[config.mk]
export PLATFORM = sky130hd
export DESIGN_NAME = capuccino
export DESIGN_NICKNAME = d
export VERILOG_FILES = /design/src/rtl/capuccino_pkg.sv /design/src/rtl/capuccino_alu.sv /design/src/rtl/capuccino.sv
export SDC_FILE = /design/constraint.sdc
export NUM_CORES = 1
export LEC_CHECK = 0
export CAP_MARGIN = 25
export CORE_MARGIN = 2
export CORE_UTILIZATION = 35
export DETAILED_ROUTE_END_ITERATION = 7
export PLACE_DENSITY = 0.58
export REMOVE_ABC_BUFFERS = 1
export SLEW_MARGIN = 20
export SYNTH_ARGS = -nofsm -noshare
export SYNTH_HDL_FRONTEND = slang
export SYNTH_SLANG_ARGS = --single-unit
[constraint.sdc]
create_clock -name clk -period 1.9 [get_ports clk]
set_clock_uncertainty 0.15 [all_clocks]
set_input_delay 0.38 -clock clk [delete_from_list [all_inputs] [get_ports clk]]
set_output_delay 0.38 -clock clk [all_outputs]
set_load 0.01 [all_outputs]
[src/rtl/capuccino_pkg.sv]
// capuccino_pkg: shared op codes and default width for the capuccino ALU stage
package capuccino_pkg;
  localparam int DEF_WIDTH = 8;
  localparam logic [2:0] OP_ADD  = 3'd0;
  localparam logic [2:0] OP_SUB  = 3'd1;
  localparam logic [2:0] OP_SADD = 3'd2;
  localparam logic [2:0] OP_AND  = 3'd3;
  localparam logic [2:0] OP_OR   = 3'd4;
  localparam logic [2:0] OP_XOR  = 3'd5;
  localparam logic [2:0] OP_AVG  = 3'd6;
  localparam logic [2:0] OP_PASS = 3'd7;
endpackage

[src/rtl/capuccino_alu.sv]
// capuccino_alu: combinational unsigned ALU producing result and carry/borrow/saturation flag
module capuccino_alu
  import capuccino_pkg::*;
#(
  parameter int WIDTH = DEF_WIDTH
) (
  input  logic [2:0]       op,
  input  logic [WIDTH-1:0] a,
  input  logic [WIDTH-1:0] b,
  output logic [WIDTH-1:0] result,
  output logic             carry
);
  logic [WIDTH:0] s;
  logic [WIDTH:0] d;
  assign s = {1'b0, a} + {1'b0, b};
  assign d = {1'b0, a} - {1'b0, b};
  // Select result and flag; the extra top bit of s/d carries the carry, saturation or borrow
  always_comb begin
    result = s[WIDTH-1:0];
    carry  = 1'b0;
    case (op)
      OP_ADD:  begin result = s[WIDTH-1:0]; carry = s[WIDTH]; end
      OP_SUB:  begin result = d[WIDTH-1:0]; carry = d[WIDTH]; end
      OP_SADD: begin result = s[WIDTH] ? '1 : s[WIDTH-1:0]; carry = s[WIDTH]; end
      OP_AND:  result = a & b;
      OP_OR:   result = a | b;
      OP_XOR:  result = a ^ b;
      OP_AVG:  begin result = s[WIDTH:1]; carry = s[0]; end
      OP_PASS: result = a;
      default: result = s[WIDTH-1:0];
    endcase
  end
endmodule

[src/rtl/capuccino.sv]
// capuccino: single-cycle registered ALU stage with valid-in/valid-out and zero flag
module capuccino
  import capuccino_pkg::*;
#(
  parameter int WIDTH = DEF_WIDTH
) (
  input  logic             clk,
  input  logic             rst,
  input  logic             in_valid,
  input  logic [2:0]       op,
  input  logic [WIDTH-1:0] lala,
  input  logic [WIDTH-1:0] planchuela,
  output logic [WIDTH-1:0] bebida,
  output logic             out_valid,
  output logic             carry,
  output logic             zero
);
  logic [WIDTH-1:0] alu_result;
  logic             alu_carry;
  capuccino_alu #(.WIDTH(WIDTH)) u_alu (
    .op     (op),
    .a      (lala),
    .b      (planchuela),
    .result (alu_result),
    .carry  (alu_carry)
  );
  // Capture a result only on accepted inputs; outputs hold otherwise, valid pulses per accept
  always_ff @(posedge clk or posedge rst) begin
    if (rst) begin
      bebida    <= '0;
      out_valid <= 1'b0;
      carry     <= 1'b0;
      zero      <= 1'b0;
    end else begin
      out_valid <= in_valid;
      if (in_valid) begin
        bebida <= alu_result;
        carry  <= alu_carry;
        zero   <= alu_result == '0;
      end
    end
  end
endmodule

# Yosys cells after proc, flatten, opt, wreduce, memory -nomap -nowiden

Index checks and enable logic that the tools add are counted.

Output and inout port bits: 11
Logic and storage cells: 22
Bits in registers: 11
Input port bits: 22

Bitwise operators: 3
Equality and inequality tests: 7
Multiplexer cells: 3
Add/subtract/negate cells: 2
Reductions and logical operators: 3

Operators with widths:

| cell               | count |
|---|---|
| $pmux 8 s8         | 1 |
| $eq 3x3->1 const B | 4 |
| $add 8x8->9        | 1 |
| $sub 8x8->9        | 1 |
| $and 8x8->8        | 1 |
| $logic_not 8->1    | 1 |
| $mux 8             | 1 |
| $or 8x8->8         | 1 |
| $xor 8x8->8        | 1 |
| $eq 3x2->1 const B | 2 |
| $eq 3x1->1 const B | 1 |
| $logic_not 3->1    | 1 |
| $pmux 1 s3         | 1 |
| $reduce_or 2->1    | 1 |

# Depth between registers and ports, before layout

Depth in word-level cells: 4
Depth in mapped cells: 11
Gate-level depth less buffers: 11

# Cells and area by module

From an unflattened synthesis, not the netlist that was laid out.

Cells, all modules: 243
Area, all modules: 1979.4 µm²

Modules (own cells, without submodules):

| module        | seq. area each (µm²) | cells each | area each (µm²) | times used |
|---|---|---|---|---|
| capuccino_alu | 0.0                  | 217        | 1524.0          | 1 |
| capuccino     | 275.3                | 26         | 455.4           | 1 |

# Worst setup path after synthesis

No wires, ideal clock.

Path type: input to register
Start: input port lala[0]
End: register zero
Required time: 1.647 ns
Path buffers: 0
Cell stages on the path: 9
Setup slack: -0.699 ns
Arrival time: 2.345 ns
Cell sequence: ha_1 fa_1 a21oi_1 o221ai_1 a21oi_2 o221a_2 nor3b_1 o211ai_1 o41ai_2

Cells in the longest elaborated chain, start to end: 4
Elaborated cells on any way between the ends: 8
Classes of those cells: 2 x add/sub; 2 x mux; 3 x bitwise; 1 x reduce/logical

RTL lines:

| what                   | line                | text |
|---|---|---|
| start: declaration     | capuccino.sv:11     | `input logic [WIDTH-1:0] lala,` |
| $add 8x8->9            | capuccino_alu.sv:15 | `assign s = {1'b0, a} + {1'b0, b};` |
| $mux 8                 | capuccino_alu.sv:24 | `OP_SADD: begin result = s[WIDTH] ? '1 : s[WIDTH-1:0]; carry = s[WIDTH]; end` |
| $pmux 8 s8 *           | capuccino_alu.sv:21 | `case (op)` |
| $logic_not 8->1 *      | capuccino.sv:39     | `zero <= alu_result == '0;` |
| end signal: assignment | capuccino.sv:33     | `zero <= 1'b0;` |
| end signal: assignment | capuccino.sv:39     |  |
| end: declaration       | capuccino.sv:16     | `output logic zero` |

Mark *: on every way between the ends. The rest lies on a longest branch, timed or not.
A chain may end at the register's enable or synchronous reset.

# Final worst setup path

Same ends and word-level chain as after synthesis.

==> results.sh <==
export IMPL_hp_class="input port to asynchronous set/reset pin"
export IMPL_ant_nets=0
export IMPL_rows=27
export IMPL_hold_violations=0
export IMPL_grt_max_degree=12
export IMPL_ys_ff_latch=11
export IMPL_finalInstanceArea_um2=3750
export IMPL_maxCapViolations=0
export IMPL_synth_area_top_cells="ha_1, dfrtp_1, inv_1"
export IMPL_grt_overflow_total=0
export IMPL_post_drt_wl_per_cell_um=15.3
export IMPL_synthCells=251
export IMPL_violations="negative setup slack"
export IMPL_crit_fanout=3
export IMPL_status="finished, violations left"
export IMPL_tritoncts="yes"
export IMPL_syn_cell_area_um2=1940
export IMPL_first_global_vias=2450
export IMPL_postPlaceCellArea_um2=2970
export IMPL_die_area_um2=6140
export IMPL_cts_buffer_depth=2
export IMPL_io_buffers=32
export IMPL_core_area_um2=5440
export IMPL_powerDensity_nw_per_um2=453
export IMPL_pre_cts_ws_ps=-1390
export IMPL_yosysTopAreaCell="ha_1"
export IMPL_die_w_um=78.4
export IMPL_max_freq_ghz=0.410
export IMPL_p_leak_nw=1.69
export IMPL_async_flop_share_pct=100
export IMPL_drc=0
export IMPL_max_stage_delay_ps=440
export IMPL_crit_chain="buf_8 > ha_4 > fa_2 > a21oi_4 > o22ai_2 > nand2b_4 > a221o_1 > a21oi_2 > o211ai_1 > o41ai_2"
export IMPL_cts_clk_slew_worst_paths_ps=50
export IMPL_cp_data_required_time_ps=1890
export IMPL_finalCritPeriodShare_pct=128
export IMPL_cts_root_buf="clkbuf_8"
export IMPL_hold_worst_slack_ps=293
export IMPL_cts_htree_levels=1
export IMPL_drt_first_pass_iters=4
export IMPL_slew_headroom_pct=73.0
export IMPL_setup_tns_ps=-3810
export IMPL_synth_top_area_share_pct=15.5
export IMPL_ir_drop_mv=0.386
export IMPL_drive_gt1_share_pct=59.9
export IMPL_ios=33
export IMPL_synth_most_common_cell="inv_1"
export IMPL_final_nets=436
export IMPL_start_util_pct=35.6
export IMPL_multiInputGateArea_um2=1990
export IMPL_fin_ws_ps=-537
export IMPL_cts_hold_buf=0
export IMPL_drv_slew=0
export IMPL_die_h_um=78.4
export IMPL_synth_edf_count=0
export IMPL_place_congestion=0.873
export IMPL_detail_route_iter0_violations=111
export IMPL_yosysSeqAreaShare_pct=14.2
export IMPL_n_antenna_cell=0
export IMPL_setup_worst_path_class="input port to flip-flop"
export IMPL_grt_usage_pct=22.9
export IMPL_layout_area_overhead_vs_synth_pct=93.5
export IMPL_yosysWarnings=0
export IMPL_avgSynthCellArea_um2=7.72
export IMPL_cp_end_kind="flip-flop"
export IMPL_crit_slowest_cell="fa_2"
export IMPL_rsz0062_at_grt="true"
export IMPL_numCtsBuffers=3
export IMPL_antenna_found_initial=0
export IMPL_setup_viol=10
export IMPL_vias=2444
export IMPL_ff_latch_area_um2=275
export IMPL_synth_flop_cell="dfrtp_1"
export IMPL_cts_sinks=11
export IMPL_drt_wl_total_um=7020
export IMPL_fill_cells=428
export IMPL_fin_crit_ps=2440
export IMPL_grt_pass1_wl_um=11300
export IMPL_dp_hpwl_um=4850
export IMPL_cp_arrival_ps=2420
export IMPL_start_kind="input port"
export IMPL_yosys_cell_types_count=61
export IMPL_vias_per_cell=5.32
export IMPL_insertion_delay_ps=240
export IMPL_tightestPinTransition_ps=405
export IMPL_yosys_top_cells_count="inv_1, ha_1, nor2_1"
-- where the power goes --
part	leakage, nW	switching (mW)	internal [mW]	total (mW)
Combinational	1.54	0.527	0.644	1.17
Sequential	0.130	0.0229	0.274	0.297
Clock	0.0228	0.0810	0.147	0.228
Total	1.69	0.631	1.07	1.70
-- layout make-up --
cell class | instances | share of cell area (%)
clock buffers | 4 | 1.20
inverters | 30 | 3.21
multi-input cells | 195 | 53.1
flip-flops and latches | 11 | 7.35
well taps | 72 | 2.40
repair buffers | 147 | 32.8
-- worst paths after layout --
check	start	end	slack, ps	cells past startpoint
min in group clk	zero$_DFFE_PP0P_	zero$_DFFE_PP0P_	350	2
worst min-delay path	rst	bebida[1]$_DFFE_PP0P_	290	2
worst min register to register	zero$_DFFE_PP0P_	zero$_DFFE_PP0P_	350	2
worst max-delay path	lala[0]	zero$_DFFE_PP0P_	-540	10
worst max register to register	bebida[5]$_DFFE_PP0P_	bebida[5]$_DFFE_PP0P_	980	1
max in group asynchronous	rst	bebida[7]$_DFFE_PP0P_	1020	2
-- state kept, by name, summed over array words and instances, names as in the netlist --
register   cells
out_valid      1
carry          1
bebida         8
zero           1
-- metal layers --
layer / GRT usage [%] / share of wire (%) / vias to the layer above
met1: 28.9 / 42 / 1194
met3: 2.41 / 3.7 / 8
met5: 0 / 0 / -
li1: - / - / 1189
met2: 42.7 / 53 / 53
met4: 3.51 / 0.68 / 0
-- worst max-delay path: cells and delay by family --
kind / cells / cell delay (ps)
AOI/OAI and AO/OA: 6 / 1150
adders and majority gates: 2 / 610
and+or+nand+nor: 1 / 150
buffers and inverters: 1 / 110
-- kinds of logic after synthesis --
logic type	synth area share [%]
AOI/OAI and AO/OA	30.2
xor gates and xnor gates	2.26
adders and majority gates	17.6
buffers and inverters	9.95
DFF	14.2
muxes	7.75
and+or+nand+nor	18.1
-- placed cells by master, fill, tap and decap left out, types with 4 or more instances in the layout --
| master | instances |
|---|---|
| a211oi_2 | 4 |
| a21oi_1 | 8 |
| a21oi_2 | 8 |
| buf_2 | 6 |
| buf_4 | 101 |
| buf_6 | 16 |
| clkdlybuf4s50_1 | 13 |
| dfrtp_1 | 11 |
| dlygate4sd2_1 | 6 |
| ha_1 | 7 |
| ha_2 | 4 |
| ha_4 | 13 |
| inv_1 | 14 |
| inv_2 | 13 |
| mux2_4 | 6 |
| mux2i_1 | 5 |
| nand2_1 | 16 |
| nand3_1 | 5 |
| nor2_1 | 16 |
| nor3_1 | 4 |
| o211ai_1 | 5 |
| o21ai_0 | 8 |
| o22ai_2 | 4 |
-- through the flow --
stage | util [%] | std cells | power, mW
global placement | 54.6 | 432 | 1.15
detailed placement | 54.6 | 432 | 1.17
floorplan | - | 236 | 0.699
CTS | 66.6 | 457 | 1.62
global route | 68.9 | 459 | 1.80
finish | 68.9 | 459 | 1.70
-- repair_timing --
item                       4_1_cts  5_1_grt
setup buffers                   23        2
resized for setup              175       21
setup endpoints to repair       10       10
pin swaps                       47       19
Note: power is estimated with default switching activity, not from simulation.
